<file path="src/rtl/tsall_ctrl.sv">
// tsall_ctrl: synchronised global tristate controller with staggered per-bank release.
// Optional macro TSALL_CTRL_GLITCH_FILT_EN adds a FILT_LEN-cycle glitch filter after the synchroniser.
module tsall_ctrl #(
    parameter int NBANK       = 4,
    parameter int SYNC_STAGES = 2,
    parameter int FILT_LEN    = 4,
    parameter int STAGGER     = 8
) (
    input  logic             CLK,
    input  logic             RST,
    input  logic             TSALLN,
    input  logic [NBANK-1:0] BANK_MASK,
    output logic [NBANK-1:0] OE,
    output logic             TSALL_ACT,
    output logic             BUSY
);
    localparam logic [1:0] ST_HOLD    = 2'd0;
    localparam logic [1:0] ST_RELEASE = 2'd1;
    localparam logic [1:0] ST_ON      = 2'd2;
    localparam int PW = (NBANK > 1) ? $clog2(NBANK) : 1;
    localparam int SW = (STAGGER > 1) ? $clog2(STAGGER) : 1;

    if ((NBANK < 1) || (NBANK > 32) || (SYNC_STAGES < 2) || (FILT_LEN < 1) || (STAGGER < 1)) begin : g_param_chk
        $error("tsall_ctrl: parameter out of range");
    end

    logic [SYNC_STAGES-1:0] sync_r;
    logic                   sync_s;
    logic                   filt_s;
    logic [1:0]             state_r;
    logic [1:0]             state_s;
    logic [PW-1:0]          ptr_r;
    logic [PW-1:0]          ptr_s;
    logic [SW-1:0]          scnt_r;
    logic [SW-1:0]          scnt_s;
    logic [NBANK-1:0]       oe_r;
    logic [NBANK-1:0]       oe_s;
    logic                   act_r;
    logic                   busy_r;

    // Synchroniser shift register; resets to the asserted (low) request level.
    always_ff @(posedge CLK) begin
        if (RST) begin
            sync_r <= {SYNC_STAGES{1'b0}};
        end else begin
            sync_r <= {sync_r[SYNC_STAGES-2:0], TSALLN};
        end
    end

    assign sync_s = sync_r[SYNC_STAGES-1];

`ifdef TSALL_CTRL_GLITCH_FILT_EN
    localparam int FW = $clog2(FILT_LEN) + 1;
    logic [FW-1:0] fcnt_r;
    logic          filt_r;

    // Glitch filter: level flips only after FILT_LEN consecutive differing samples.
    always_ff @(posedge CLK) begin
        if (RST) begin
            fcnt_r <= {FW{1'b0}};
            filt_r <= 1'b0;
        end else if (sync_s == filt_r) begin
            fcnt_r <= {FW{1'b0}};
        end else if (fcnt_r == FW'(FILT_LEN - 1)) begin
            fcnt_r <= {FW{1'b0}};
            filt_r <= sync_s;
        end else begin
            fcnt_r <= fcnt_r + FW'(1'b1);
        end
    end

    assign filt_s = filt_r;
`else
    assign filt_s = sync_s;
`endif

    // Next-state logic: filt_s low means the tristate request is asserted.
    always_comb begin
        state_s = state_r;
        ptr_s   = ptr_r;
        scnt_s  = scnt_r;
        oe_s    = oe_r;
        case (state_r)
            ST_HOLD: begin
                ptr_s  = {PW{1'b0}};
                scnt_s = {SW{1'b0}};
                if (filt_s) begin
                    state_s = ST_RELEASE;
                    oe_s    = ~BANK_MASK | NBANK'(1'b1);
                end else begin
                    oe_s    = ~BANK_MASK;
                end
            end
            ST_RELEASE: begin
                if (!filt_s) begin
                    state_s = ST_HOLD;
                    ptr_s   = {PW{1'b0}};
                    scnt_s  = {SW{1'b0}};
                    oe_s    = ~BANK_MASK;
                end else if (ptr_r == PW'(NBANK - 1)) begin
                    state_s = ST_ON;
                    ptr_s   = {PW{1'b0}};
                    scnt_s  = {SW{1'b0}};
                    oe_s    = {NBANK{1'b1}};
                end else if (scnt_r == SW'(STAGGER - 1)) begin
                    ptr_s   = ptr_r + PW'(1'b1);
                    scnt_s  = {SW{1'b0}};
                    oe_s    = oe_r | ~BANK_MASK | (NBANK'(1'b1) << (ptr_r + PW'(1'b1)));
                end else begin
                    scnt_s  = scnt_r + SW'(1'b1);
                    oe_s    = oe_r | ~BANK_MASK;
                end
            end
            ST_ON: begin
                if (!filt_s) begin
                    state_s = ST_HOLD;
                    oe_s    = ~BANK_MASK;
                end else begin
                    oe_s    = {NBANK{1'b1}};
                end
            end
            default: begin
                state_s = ST_HOLD;
                ptr_s   = {PW{1'b0}};
                scnt_s  = {SW{1'b0}};
                oe_s    = {NBANK{1'b0}};
            end
        endcase
    end

    // State, sequencing counters and registered outputs.
    always_ff @(posedge CLK) begin
        if (RST) begin
            state_r <= ST_HOLD;
            ptr_r   <= {PW{1'b0}};
            scnt_r  <= {SW{1'b0}};
            oe_r    <= {NBANK{1'b0}};
            act_r   <= 1'b1;
            busy_r  <= 1'b0;
        end else begin
            state_r <= state_s;
            ptr_r   <= ptr_s;
            scnt_r  <= scnt_s;
            oe_r    <= oe_s;
            act_r   <= ~filt_s;
            busy_r  <= (state_s == ST_RELEASE);
        end
    end

    assign OE        = oe_r;
    assign TSALL_ACT = act_r;
    assign BUSY      = busy_r;

endmodule

</file>
<file path="config.mk">
export PLATFORM = sky130hd
export DESIGN_NAME = tsall_ctrl
export DESIGN_NICKNAME = d
export VERILOG_FILES = /design/src/rtl/tsall_ctrl.sv
export SDC_FILE = /design/constraint.sdc
export NUM_CORES = 1
export LEC_CHECK = 0
export ABC_AREA = 1
export BUFFER_PORTS_ARGS = -buffer_cell sky130_fd_sc_hd__buf_4
export CAP_MARGIN = 0
export CORE_UTILIZATION = 56
export CTS_BUF_LIST = sky130_fd_sc_hd__clkbuf_8
export DETAILED_ROUTE_END_ITERATION = 8
export GPL_TIMING_DRIVEN = 0
export HOLD_SLACK_MARGIN = 0.1
export PLACE_DENSITY = 0.8
export SETUP_SLACK_MARGIN = 0.1
export SLEW_MARGIN = 40
export SYNTH_ARGS = -nofsm -noshare
export SYNTH_HDL_FRONTEND = slang
export SYNTH_SLANG_ARGS = --single-unit
</file>
<file path="constraint.sdc">
create_clock -name CLK -period 1.69 [get_ports CLK]
set_input_delay 0.169 -clock CLK [delete_from_list [all_inputs] [get_ports CLK]]
set_output_delay 0.169 -clock CLK [all_outputs]
set_load 0.05 [all_outputs]
</file>
==> impl_metrics.prom, run 1 <==
# TYPE chip_impl_metric gauge
chip_impl_metric{name="power.ir.vdd_worst",unit="mV"} 0.6844
chip_impl_metric{name="syn_area",unit="um^2"} 744.5
chip_impl_metric{name="critical_path.max_fanout",unit=""} 6
chip_impl_metric{name="post_cts_resized",unit=""} 0
chip_impl_metric{name="cts_max_path_buffers",unit=""} 2
chip_impl_metric{name="detailedRoute.firstPassIterationCount",unit=""} 4
chip_impl_metric{name="layout-area-overhead-vs-synth",unit="%"} 20.50
chip_impl_metric{name="setup_tns",unit="ns"} 0
chip_impl_metric{name="setup_viols_final",unit=""} 0
chip_impl_metric{name="max_cap_violations",unit=""} 0
chip_impl_metric{name="pin_count_of_the_biggest_net_entering_global_routing",unit=""} 10
chip_impl_metric{name="sequentialPowerShare",unit="%"} 50.8
chip_impl_metric{name="groute.layer.met2.usage",unit="%"} 38.14
chip_impl_metric{name="start_util",unit="%"} 63.57
chip_impl_metric{name="route.antenna.remaining_nets",unit=""} 0
chip_impl_metric{name="grt_first_pass_wirelength",unit="mm"} 2.145
chip_impl_info{name="cts_tree",value="done"} 1
chip_impl_metric{name="number_of_global_route_vias_before_repair",unit=""} 545
chip_impl_metric{name="placed_area",unit="um^2"} 852.1
chip_impl_metric{name="area_of_the_die",unit="um^2"} 1479
chip_impl_metric{name="antenna_found_initial",unit=""} 0
chip_impl_metric{name="post_layout_nonfiller_instances",unit=""} 130
chip_impl_metric{name="crit_arrival",unit="ns"} 1.42
chip_impl_metric{name="final_max_slew_viol_count",unit=""} 0
chip_impl_metric{name="mappedNetlistNets",unit=""} 114
chip_impl_metric{name="layout.area.seq",unit="um^2"} 300.3
chip_impl_metric{name="worst-slew-pin-transition",unit="ns"} 0.3059
chip_impl_metric{name="cts.sink_count",unit=""} 15
chip_impl_info{name="path_class",value="reg -> reg"} 1
chip_impl_metric{name="final_layout_size_suffix_gt1_share",unit="%"} 21.55
chip_impl_info{name="netlist.top_cell.by_area",value="sky130_fd_sc_hd__dfxtp_1"} 1
chip_impl_metric{name="drt-initial-drc-count",unit=""} 10
chip_impl_metric{name="synth_seq_area_share",unit="%"} 40.34
chip_impl_metric{name="placement_rows",unit=""} 12
chip_impl_metric{name="power.switching_fraction",unit="%"} 23.64
chip_impl_metric{name="fin_util",unit="%"} 76.60
chip_impl_metric{name="skew",unit="ns"} 0.003328
chip_impl_metric{name="cts_inserted_buffers",unit=""} 3
chip_impl_metric{name="groute.usage.overall",unit="%"} 21.44
chip_impl_metric{name="core_area",unit="um^2"} 1171
chip_impl_metric{name="routed_wl",unit="mm"} 1.355
chip_impl_metric{name="route.vias.total",unit=""} 663
chip_impl_metric{name="timing.final.hold_violations",unit=""} 0
chip_impl_metric{name="fillers",unit=""} 92
chip_impl_metric{name="period_utilization_post_route",unit="%"} 76.43
chip_impl_metric{name="synth_cell_types",unit=""} 18
chip_impl_info{name="crit_path_end_kind",value="flop"} 1
chip_impl_metric{name="power.density_cell_area",unit="nW/um^2"} 808.6
chip_impl_info{name="outcome",value="complete, no violations"} 1
chip_impl_metric{name="post-cts-setup-buffers",unit=""} 0
chip_impl_metric{name="clk_pin_slew",unit="ns"} 0.06
chip_impl_metric{name="clk_network_pwr_share",unit="%"} 38.3
chip_impl_info{name="min_path_type",value="in -> reg"} 1
chip_impl_metric{name="multiInputGateArea",unit="um^2"} 379.1
chip_impl_metric{name="grt_util_met1",unit="%"} 23.47
chip_impl_metric{name="hold_buffers",unit=""} 0
chip_impl_metric{name="grt_overflow_total",unit=""} 0
chip_impl_metric{name="required",unit="ns"} 1.82
chip_impl_metric{name="comb_power_share",unit="%"} 10.9
chip_impl_info{name="setup_repair_after_global_routing_missed_its_margin",value="false"} 1
chip_impl_metric{name="place.detailed.hpwl",unit="mm"} 1.047
chip_impl_metric{name="grt.met3_usage",unit="%"} 5.233
chip_impl_metric{name="num-nets-final",unit=""} 131
chip_impl_metric{name="achievable-frequency",unit="MHz"} 774.2
chip_impl_metric{name="post_synth.cell_area_avg",unit="um^2"} 7.445
chip_impl_metric{name="synth_cells",unit=""} 100
chip_impl_info{name="grt-busiest-layer",value="met2"} 1
chip_impl_metric{name="synth.top_cell.area_share",unit="%"} 40.34
chip_impl_metric{name="internal_power",unit="mW"} 0.5539
chip_impl_metric{name="die_w",unit="um"} 38.46
chip_impl_metric{name="pin_count",unit=""} 13
chip_impl_metric{name="timing.max_slew.rel_slack",unit="%"} 79.53
chip_impl_metric{name="vias_per_cell",unit=""} 5.100
chip_impl_metric{name="ys_warn_count",unit=""} 0
chip_impl_info{name="library_cell_used_as_clock_root_buffer",value="sky130_fd_sc_hd__clkbuf_8"} 1
chip_impl_metric{name="synth-seq-cells",unit=""} 15
chip_impl_metric{name="placement.io_buffers",unit=""} 12
chip_impl_metric{name="routabilityCongestion",unit=""} 0.8143
chip_impl_metric{name="final_cell_area",unit="um^2"} 897.1
chip_impl_info{name="worst_setup_path_start_kind",value="flop"} 1
chip_impl_metric{name="dpl.cell_count",unit=""} 126
chip_impl_metric{name="post-route-drc-count",unit=""} 0
chip_impl_metric{name="insertedDiodeCount",unit=""} 0
chip_impl_metric{name="finalCriticalPeriod",unit="ns"} 1.292
chip_impl_metric{name="power.leakage",unit="nW"} 0.4430
chip_impl_metric{name="skew_pair_late_insertion_delay",unit="ns"} 0.24
chip_impl_metric{name="wl_per_cell",unit="um"} 10.42
chip_impl_metric{name="die_height",unit="um"} 38.46
chip_impl_metric{name="net-switching-power",unit="mW"} 0.1715
chip_impl_metric{name="ctsHtreeMaxLevel",unit=""} 1
chip_impl_info{name="synthTopCellsByArea",value="sky130_fd_sc_hd__dfxtp_1 40%, sky130_fd_sc_hd__ha_1 12%, sky130_fd_sc_hd__nand2_1 8.1%"} 1
-- worst max-delay path, stage by stage, from the launching register on --
cell                       delay, ns
sky130_fd_sc_hd__dfxtp_1        0.33
sky130_fd_sc_hd__ha_1           0.20
sky130_fd_sc_hd__ha_1           0.25
sky130_fd_sc_hd__a21o_1         0.18
sky130_fd_sc_hd__o21ai_0        0.12
sky130_fd_sc_hd__a21boi_0       0.09
-- cell families after synthesis --
logic type                 count (synthesis)  share of synthesized area, %
adders and majority gates                  7                         11.76
and+or+nand+nor                           44                         26.39
AOI/OAI and AO/OA                         17                         12.77
buffers and inverters                     17                         8.738
DFF                                       15                         40.34
-- power by group through the flow --
| stage | Clock [mW] | Sequential (mW) | Combinational [mW] |
|---|---|---|---|
| final | 0.278 | 0.368 | 0.0794 |
| after global routing | 0.302 | 0.369 | 0.0864 |
| after CTS | 0.287 | 0.368 | 0.0802 |
| after detailed placement | 0 | 0.376 | 0.0799 |
| after global placement | 0 | 0.376 | 0.0790 |
| after floorplan | 0 | 0.399 | 0.0280 |
-- Yosys cell counts, drive strengths merged --
cell type  count
a22oi          2
nand3          7
inv           16
a21boi         1
buf            1
a21oi          9
dfxtp         15
o21ai          4
nor3           2
ha             7
nor2          18
a21o           1
nand2         17
-- cell usage in the layout, fill, tap and decap left out, drive strengths merged --
master,n
o21ai,4
a21boi,1
a21oi,9
clkbuf,3
buf,13
dfxtp,15
inv,17
nand3,7
nand2,17
a21o,1
nor2,18
ha,7
nor3,2
a22oi,2
-- final timing paths --
| check | from | end | slack, ns | depth (start not counted) |
|---|---|---|---|---|
| setup / recovery | scnt_r[0] | OE[0] | 0.40 | 5 |
| hold / removal | BANK_MASK[0] | OE[0] | 0.11 | 2 |
| setup reg to reg | scnt_r[0] | OE[0] | 0.40 | 5 |
| hold reg to reg | sync_r[0] | sync_r[1] | 0.41 | 2 |
-- metal layers --
layer | vias to the layer above | wire length [um]
met2 | 12 | 664
met3 | 2 | 58
met5 | - | 0
met4 | 0 | 14
li1 | 347 | -
met1 | 302 | 618
-- layout make-up --
cell class	count	share of cell area (%)
Buffer	1	0.5579
Inverter	16	6.695
Sequential cell	15	33.47
Clock inverter	1	0.4184
Multi-Input combinational cell	68	42.26
Timing Repair Buffer	12	10.04
Clock buffer	3	4.603
Tap cell	14	1.953
-- per-stage QoR --
step	total power, mW	hold WS (ns)	setup slack [ns]
2_1_floorplan	0.4266	0.2381	0.5003
3_3_place_gp	0.4548	0.3688	0.3962
3_5_place_dp	0.4559	0.3756	0.3875
4_1_cts	0.7350	0.1167	0.3795
5_1_grt	0.7572	0.1334	0.2891
6_report	0.7254	0.1139	0.3983
-- sequential cells by signal (all words and copies together) (netlist names) --
register,count
state_r,2
OE,4
TSALL_ACT,1
ptr_r,2
BUSY,1
sync_r,2
scnt_r,3
Note: power is estimated with default switching activity, not from simulation.
==> inputs of run 2 (changes only) <==
--- a/config.mk
+++ b/config.mk
@@ -8,12 +8,12 @@
 export ABC_AREA = 1
 export BUFFER_PORTS_ARGS = -buffer_cell sky130_fd_sc_hd__buf_4
 export CAP_MARGIN = 0
-export CORE_UTILIZATION = 56
+export CORE_UTILIZATION = 50
 export CTS_BUF_LIST = sky130_fd_sc_hd__clkbuf_8
 export DETAILED_ROUTE_END_ITERATION = 8
 export GPL_TIMING_DRIVEN = 0
 export HOLD_SLACK_MARGIN = 0.1
-export PLACE_DENSITY = 0.8
+export PLACE_DENSITY = 0.75
 export SETUP_SLACK_MARGIN = 0.1
 export SLEW_MARGIN = 40
 export SYNTH_ARGS = -nofsm -noshare
==> constraint.sdc (replaced) <==
create_clock -name CLK -period 1.11 [get_ports CLK]
set_input_delay 0.111 -clock CLK [delete_from_list [all_inputs] [get_ports CLK]]
set_output_delay 0.111 -clock CLK [all_outputs]
set_load 0.05 [all_outputs]
==> impl_metrics.prom, run 2 (synthesis results as in run 1) <==
# TYPE chip_impl_metric gauge
chip_impl_info{name="cts_tree",value="done"} 1
chip_impl_metric{name="core_area",unit="um^2"} 1350
chip_impl_metric{name="power.ir.vdd_worst",unit="mV"} 0.9034
chip_impl_metric{name="power.density_cell_area",unit="nW/um^2"} 1078
chip_impl_metric{name="finalCriticalPeriod",unit="ns"} 1.142
chip_impl_metric{name="pin_count",unit=""} 13
chip_impl_metric{name="cts.sink_count",unit=""} 15
chip_impl_metric{name="skew",unit="ns"} 0.003306
chip_impl_metric{name="cts_max_path_buffers",unit=""} 2
chip_impl_info{name="layout_commonest_cell",value="sky130_fd_sc_hd__nand2_1"} 1
chip_impl_metric{name="final_max_slew_viol_count",unit=""} 0
chip_impl_metric{name="placement_rows",unit=""} 13
chip_impl_metric{name="required",unit="ns"} 1.26
chip_impl_metric{name="drt-initial-drc-count",unit=""} 14
chip_impl_metric{name="timing.max_slew.rel_slack",unit="%"} 86.14
chip_impl_metric{name="fin_util",unit="%"} 77.94
chip_impl_metric{name="start_util",unit="%"} 55.14
chip_impl_metric{name="die_height",unit="um"} 40.59
chip_impl_metric{name="antenna_found_initial",unit=""} 0
chip_impl_info{name="failed_checks",value="setup timing"} 1
chip_impl_metric{name="setup_viols_final",unit=""} 2
chip_impl_metric{name="area_of_the_die",unit="um^2"} 1647
chip_impl_metric{name="final_layout_size_suffix_gt1_share",unit="%"} 39.34
chip_impl_info{name="path_class",value="reg -> reg"} 1
chip_impl_info{name="min_path_type",value="in -> reg"} 1
chip_impl_metric{name="layout-area-overhead-vs-synth",unit="%"} 41.34
chip_impl_metric{name="place.detailed.hpwl",unit="mm"} 1.125
chip_impl_info{name="critPathSlowestCell",value="sky130_fd_sc_hd__dfxtp_2"} 1
chip_impl_metric{name="skew_pair_late_insertion_delay",unit="ns"} 0.25
chip_impl_metric{name="achievable-frequency",unit="MHz"} 875.7
chip_impl_metric{name="timing.final.hold_violations",unit=""} 0
chip_impl_metric{name="groute.usage.overall",unit="%"} 22.60
chip_impl_info{name="crit_family",value="flip-flops"} 1
chip_impl_metric{name="number_of_global_route_vias_before_repair",unit=""} 620
chip_impl_info{name="library_cell_used_as_clock_root_buffer",value="sky130_fd_sc_hd__clkbuf_8"} 1
chip_impl_info{name="setup_repair_after_global_routing_missed_its_margin",value="true"} 1
chip_impl_metric{name="ctsHtreeMaxLevel",unit=""} 1
chip_impl_metric{name="routed_wl",unit="mm"} 1.671
chip_impl_metric{name="setup_tns",unit="ns"} -0.03774
chip_impl_metric{name="cts_inserted_buffers",unit=""} 3
chip_impl_metric{name="vias_per_cell",unit=""} 5.314
chip_impl_metric{name="grt_first_pass_wirelength",unit="mm"} 2.373
chip_impl_metric{name="total_power",unit="mW"} 1.134
chip_impl_metric{name="grt_overflow_total",unit=""} 0
chip_impl_metric{name="pin_count_of_the_biggest_net_entering_global_routing",unit=""} 10
chip_impl_info{name="timing.critical_path.cells",value="ha_4 -> ha_4 -> inv_2 -> nand3_4 -> nand2_2 -> nand2_1 -> nand2_1 -> nor2_1"} 1
chip_impl_metric{name="insertedDiodeCount",unit=""} 0
chip_impl_metric{name="critPathMaxStageDelay",unit="ns"} 0.33
chip_impl_metric{name="cp.buffers_inverters",unit=""} 1
chip_impl_metric{name="critical_path.max_fanout",unit=""} 6
chip_impl_metric{name="final_cell_area",unit="um^2"} 1052
chip_impl_metric{name="post-route-drc-count",unit=""} 0
chip_impl_metric{name="detailedRoute.firstPassIterationCount",unit=""} 4
chip_impl_metric{name="worst-slew-pin-transition",unit="ns"} 0.2077
chip_impl_metric{name="num-nets-final",unit=""} 137
chip_impl_metric{name="placed_area",unit="um^2"} 883.3
chip_impl_metric{name="clk_pin_slew",unit="ns"} 0.06
chip_impl_metric{name="post_layout_nonfiller_instances",unit=""} 137
chip_impl_info{name="mostFrequentLayoutCells",value="15 x sky130_fd_sc_hd__nand2_1, 14 x sky130_fd_sc_hd__buf_4, 13 x sky130_fd_sc_hd__nor2_1, 11 x sky130_fd_sc_hd__inv_1, 9 x sky130_fd_sc_hd__dfxtp_1"} 1
chip_impl_metric{name="dpl.cell_count",unit=""} 127
chip_impl_info{name="worst_setup_path_start_kind",value="flop"} 1
chip_impl_metric{name="max_cap_violations",unit=""} 0
chip_impl_metric{name="die_w",unit="um"} 40.59
chip_impl_metric{name="worst-r2r-setup-slack",unit="ns"} -0.03
chip_impl_info{name="outcome",value="complete, but fails checks"} 1
chip_impl_metric{name="largest_register_ff_count",unit=""} 4
chip_impl_metric{name="route.vias.total",unit=""} 728
chip_impl_info{name="crit_path_end_kind",value="flop"} 1
chip_impl_metric{name="routabilityCongestion",unit=""} 0.7831
chip_impl_metric{name="route.antenna.remaining_nets",unit=""} 0
chip_impl_metric{name="crit_arrival",unit="ns"} 1.29
chip_impl_metric{name="power.leakage",unit="nW"} 0.4702
chip_impl_metric{name="period_utilization_post_route",unit="%"} 102.9
chip_impl_metric{name="placement.io_buffers",unit=""} 12
chip_impl_metric{name="final_critical_path_setup_slack",unit="ns"} -0.03192
chip_impl_metric{name="wl_per_cell",unit="um"} 12.20
-- run 2: where the power goes --
| group | switching (mW) | internal [mW] | total [mW] |
|---|---|---|---|
| registers | 0.00798 | 0.549 | 0.557 |
| logic | 0.0849 | 0.0600 | 0.145 |
| clock network | 0.187 | 0.245 | 0.432 |
| total | 0.280 | 0.854 | 1.13 |
-- run 2: what timing repair did --
action                                  in CTS  in global routing
endpoints found under the setup margin      11                 11
hold buffers                                 3                  0
resized for setup                           16                  6
buffers inserted                             2                  1
hold endpoints to repair                     6                  0
gates cloned                                 0                  0
pin swaps                                   11                  4
-- run 2: worst paths after layout --
check	to	start	depth (start not counted)
max	ptr_r[1]	scnt_r[0]	8
min	ptr_r[1]	RST	4
max reg2reg	ptr_r[1]	scnt_r[0]	8
min reg2reg	sync_r[1]	sync_r[0]	2
-- run 2: worst min-delay path, cell delays in order --
cell and delay (ns):
sky130_fd_sc_hd__buf_4 0.10, sky130_fd_sc_hd__inv_1 0.06, sky130_fd_sc_hd__nand2_1 0.06, sky130_fd_sc_hd__nor2_1 0.03
-- run 2: area by class of cell --
| cell class | instances | area [um^2] |
|---|---|---|
| flip-flops and latches | 15 | 312.8 |
| plain buffers | 1 | 11.26 |
| clock buffers | 3 | 41.29 |
| inverters | 16 | 60.06 |
| fillers | 91 | 297.8 |
| repair buffers | 18 | 146.4 |
| clock inverters | 1 | 3.754 |
| well taps | 15 | 18.77 |
| multi-input cells | 68 | 457.9 |
-- run 2: layer usage --
layer | track usage, % | part of all wire, % | vias up
met3 | 5.000 | 5.1 | 5
met5 | 0 | 0 | -
met2 | 43.65 | 51 | 28
met1 | 21.33 | 42 | 335
li1 | - | - | 360
met4 | 12.50 | 1.7 | 0
-- run 2: metrics by stage --
step                setup slack [ns]  hold WS, ns
floorplan                    0.03759       0.1727
global placement            -0.06232       0.3072
detailed placement          -0.08463       0.3081
CTS                         -0.02897       0.1410
global route                -0.08735       0.1743
finish                      -0.03192       0.1468
==> inputs of run 3 (changes only) <==
==> constraint.sdc (replaced) <==
create_clock -name CLK -period 1.11 [get_ports CLK]
set_input_delay 0.111 -clock CLK [delete_from_list [all_inputs] [get_ports CLK]]
set_output_delay 0.111 -clock CLK [all_outputs]
set_load 0.1 [all_outputs]
==> impl_metrics.prom, run 3 (synthesis results as in run 1) <==
# TYPE chip_impl_metric gauge
chip_impl_info{name="outcome",value="complete, but fails checks"} 1
chip_impl_info{name="failed_checks",value="setup timing"} 1
chip_impl_metric{name="critPathMaxStageDelay",unit="ns"} 0.34
chip_impl_metric{name="vias_per_cell",unit=""} 5.147
chip_impl_metric{name="groute.usage.overall",unit="%"} 21.66
chip_impl_info{name="mostFrequentLayoutCells",value="15 x sky130_fd_sc_hd__nand2_1, 14 x sky130_fd_sc_hd__buf_4, 14 x sky130_fd_sc_hd__nor2_1, 10 x sky130_fd_sc_hd__inv_1, 9 x sky130_fd_sc_hd__a21oi_1"} 1
chip_impl_metric{name="achievable-frequency",unit="MHz"} 867.8
chip_impl_info{name="min_path_type",value="in -> reg"} 1
chip_impl_metric{name="final_layout_size_suffix_gt1_share",unit="%"} 38.84
chip_impl_metric{name="period_utilization_post_route",unit="%"} 103.8
chip_impl_metric{name="area_of_the_die",unit="um^2"} 1647
chip_impl_metric{name="final_max_slew_viol_count",unit=""} 0
chip_impl_metric{name="die_w",unit="um"} 40.59
chip_impl_info{name="cts_tree",value="done"} 1
chip_impl_metric{name="power.ir.vdd_worst",unit="mV"} 0.8221
chip_impl_metric{name="die_height",unit="um"} 40.59
chip_impl_info{name="setup_repair_after_global_routing_missed_its_margin",value="true"} 1
chip_impl_metric{name="comb_power_share",unit="%"} 15.0
chip_impl_metric{name="power.switching_fraction",unit="%"} 27.06
chip_impl_metric{name="critical_path.max_fanout",unit=""} 6
chip_impl_metric{name="cts_max_path_buffers",unit=""} 2
chip_impl_metric{name="fin_util",unit="%"} 75.44
chip_impl_metric{name="placement.io_buffers",unit=""} 12
chip_impl_metric{name="cp.buffers_inverters",unit=""} 0
chip_impl_metric{name="place.detailed.hpwl",unit="mm"} 1.100
chip_impl_metric{name="routed_wl",unit="mm"} 1.547
chip_impl_metric{name="setup_viols_final",unit=""} 3
chip_impl_metric{name="crit_arrival",unit="ns"} 1.29
chip_impl_metric{name="post-route-drc-count",unit=""} 0
chip_impl_info{name="worst_setup_path_start_kind",value="flop"} 1
chip_impl_metric{name="min_delay_path_depth",unit=""} 4
chip_impl_info{name="rr_startpoint",value="scnt_r[1]"} 1
chip_impl_metric{name="layout-area-overhead-vs-synth",unit="%"} 36.81
chip_impl_metric{name="max_cap_violations",unit=""} 0
chip_impl_metric{name="cts.sink_count",unit=""} 15
chip_impl_metric{name="worst-slew-pin-transition",unit="ns"} 0.3387
chip_impl_info{name="rr_endpoint",value="OE[0]"} 1
chip_impl_metric{name="insertedDiodeCount",unit=""} 0
chip_impl_info{name="library_cell_used_as_clock_root_buffer",value="sky130_fd_sc_hd__clkbuf_8"} 1
chip_impl_metric{name="grt_overflow_total",unit=""} 0
chip_impl_metric{name="number_of_global_route_vias_before_repair",unit=""} 599
chip_impl_metric{name="core_area",unit="um^2"} 1350
chip_impl_metric{name="route.antenna.remaining_nets",unit=""} 0
chip_impl_metric{name="skew_pair_late_insertion_delay",unit="ns"} 0.25
chip_impl_info{name="crit_path_frequent_cell",value="sky130_fd_sc_hd__ha_4"} 1
chip_impl_metric{name="internal_power",unit="mW"} 0.8539
chip_impl_metric{name="pin_count_of_the_biggest_net_entering_global_routing",unit=""} 10
chip_impl_metric{name="num-nets-final",unit=""} 136
chip_impl_metric{name="worst_reg_to_reg_path_cell_count",unit=""} 5
chip_impl_info{name="critPathSlowestCell",value="sky130_fd_sc_hd__dfxtp_2"} 1
chip_impl_info{name="whs_endpoint",value="OE[3]"} 1
chip_impl_metric{name="pin_count",unit=""} 13
chip_impl_metric{name="detailedRoute.firstPassIterationCount",unit=""} 4
chip_impl_metric{name="route.vias.total",unit=""} 700
chip_impl_info{name="crit_family",value="compound AO/OA/AOI/OAI gates"} 1
chip_impl_metric{name="clk_pin_slew",unit="ns"} 0.06
chip_impl_metric{name="power.density_cell_area",unit="nW/um^2"} 1149
chip_impl_metric{name="grt_first_pass_wirelength",unit="mm"} 2.283
chip_impl_metric{name="placement_rows",unit=""} 13
chip_impl_metric{name="dpl.cell_count",unit=""} 127
chip_impl_metric{name="skew",unit="ns"} 0.002463
chip_impl_metric{name="post_layout_nonfiller_instances",unit=""} 136
chip_impl_metric{name="timing.max_slew.rel_slack",unit="%"} 77.34
chip_impl_info{name="hp-start",value="BANK_MASK[3]"} 1
chip_impl_metric{name="clk_network_pwr_share",unit="%"} 37.5
chip_impl_metric{name="sequentialPowerShare",unit="%"} 47.5
chip_impl_metric{name="finalCriticalPeriod",unit="ns"} 1.152
chip_impl_metric{name="wl_per_cell",unit="um"} 11.38
chip_impl_metric{name="net-switching-power",unit="mW"} 0.3168
chip_impl_metric{name="timing.critical_path.depth",unit=""} 5
chip_impl_info{name="path_class",value="reg -> reg"} 1
chip_impl_info{name="crit_path_end_kind",value="flop"} 1
chip_impl_metric{name="required",unit="ns"} 1.24
chip_impl_metric{name="power.leakage",unit="nW"} 0.4623
chip_impl_metric{name="final_critical_path_setup_slack",unit="ns"} -0.04241
chip_impl_metric{name="largest_register_ff_count",unit=""} 4
chip_impl_info{name="layout_commonest_cell",value="sky130_fd_sc_hd__nand2_1"} 1
chip_impl_metric{name="ctsHtreeMaxLevel",unit=""} 1
chip_impl_metric{name="antenna_found_initial",unit=""} 0
chip_impl_metric{name="start_util",unit="%"} 55.14
chip_impl_metric{name="cts_inserted_buffers",unit=""} 3
chip_impl_info{name="timing.critical_path.cells",value="ha_4 -> ha_4 -> a21o_1 -> o21ai_1 -> a21boi_1"} 1
chip_impl_metric{name="timing.final.hold_violations",unit=""} 0
chip_impl_metric{name="drt-initial-drc-count",unit=""} 9
chip_impl_metric{name="routabilityCongestion",unit=""} 0.8012
chip_impl_metric{name="worst-r2r-setup-slack",unit="ns"} -0.04
[run 3: changes by cell type in the layout (fill, tap and decap cells not counted), moves of 3 or more]
| cell | before | now |
|---|---|---|
| sky130_fd_sc_hd__a21oi_2 | 3 | 0 |
| sky130_fd_sc_hd__a21oi_1 | 6 | 9 |
| sky130_fd_sc_hd__nand3_1 | 3 | 6 |
| sky130_fd_sc_hd__dfxtp_2 | 4 | 8 |
| sky130_fd_sc_hd__dfxtp_1 | 9 | 3 |
[run 3: tightest hold or removal path, delay by kind of cell]
kind	cells	cell delay [ns]
and+or+nand+nor	1	0.06
buffers and inverters	1	0.08
AOI/OAI and AO/OA	2	0.10
[run 3: cell type report]
class | count | area [um^2]
Multi-Input combinational cell | 68 | 421.7
Fill cell | 101 | 331.6
Sequential cell | 15 | 325.3
Timing Repair Buffer | 17 | 138.9
Inverter | 16 | 60.06
Clock buffer | 3 | 41.29
Tap cell | 15 | 18.77
Buffer | 1 | 7.507
Clock inverter | 1 | 5.005
[run 3: through the flow]
step | hold WS, ns | power (mW) | setup WS (ns) | area [um^2] | TNS (ns)
CTS | 0.1382 | 1.181 | -0.03749 | 1015 | -0.05560
global route | 0.1546 | 1.216 | -0.1058 | 1018 | -0.5258
floorplan | 0.1727 | 0.6872 | 0.03900 | 789.5 | 0
finish | 0.1413 | 1.171 | -0.04241 | 1018 | -0.07342
detailed placement | 0.2993 | 0.7322 | -0.05603 | 898.4 | -0.1105
global placement | 0.2950 | 0.7299 | -0.02736 | 898.4 | -0.04719
[run 3: per-layer routing]
| metal | vias to the layer above | global-route usage (%) | part of all wire, % |
|---|---|---|---|
| li1 | 357 | - | - |
| met4 | 0 | 14.17 | 2.6 |
| met3 | 6 | 5.000 | 4.3 |
| met1 | 315 | 22.92 | 44 |
| met5 | - | 0 | 0 |
| met2 | 22 | 37.70 | 49 |
[run 3: repair_timing]
action,4_1_cts,5_1_grt
endpoints found under the hold margin,6,0
pin swaps,3,6
gates resized for setup,10,1
endpoints found under the setup margin,9,12
buffers inserted,2,0
hold buffers,3,0
[run 3: power by group through the flow]
| stage | sequential, mW | combinational [mW] | clock, mW |
|---|---|---|---|
| global placement | 0.571 | 0.159 | 0 |
| global route | 0.558 | 0.186 | 0.471 |
| detailed placement | 0.572 | 0.161 | 0 |
| finish | 0.556 | 0.175 | 0.440 |
| CTS | 0.555 | 0.174 | 0.451 |
| floorplan | 0.644 | 0.0430 | 0 |
[run 3: worst max path at each step]
stage / startpoint / endpoint / slack [ns]
final: scnt_r[1] / OE[0] / -0.04
after global routing: scnt_r[1] / ptr_r[1] / -0.11
after CTS: scnt_r[1] / ptr_r[1] / -0.04
after detailed placement: ptr_r[1] / ptr_r[1] / -0.06
after global placement: ptr_r[0] / ptr_r[1] / -0.03
after floorplan: scnt_r[0] / OE[0] / 0.04
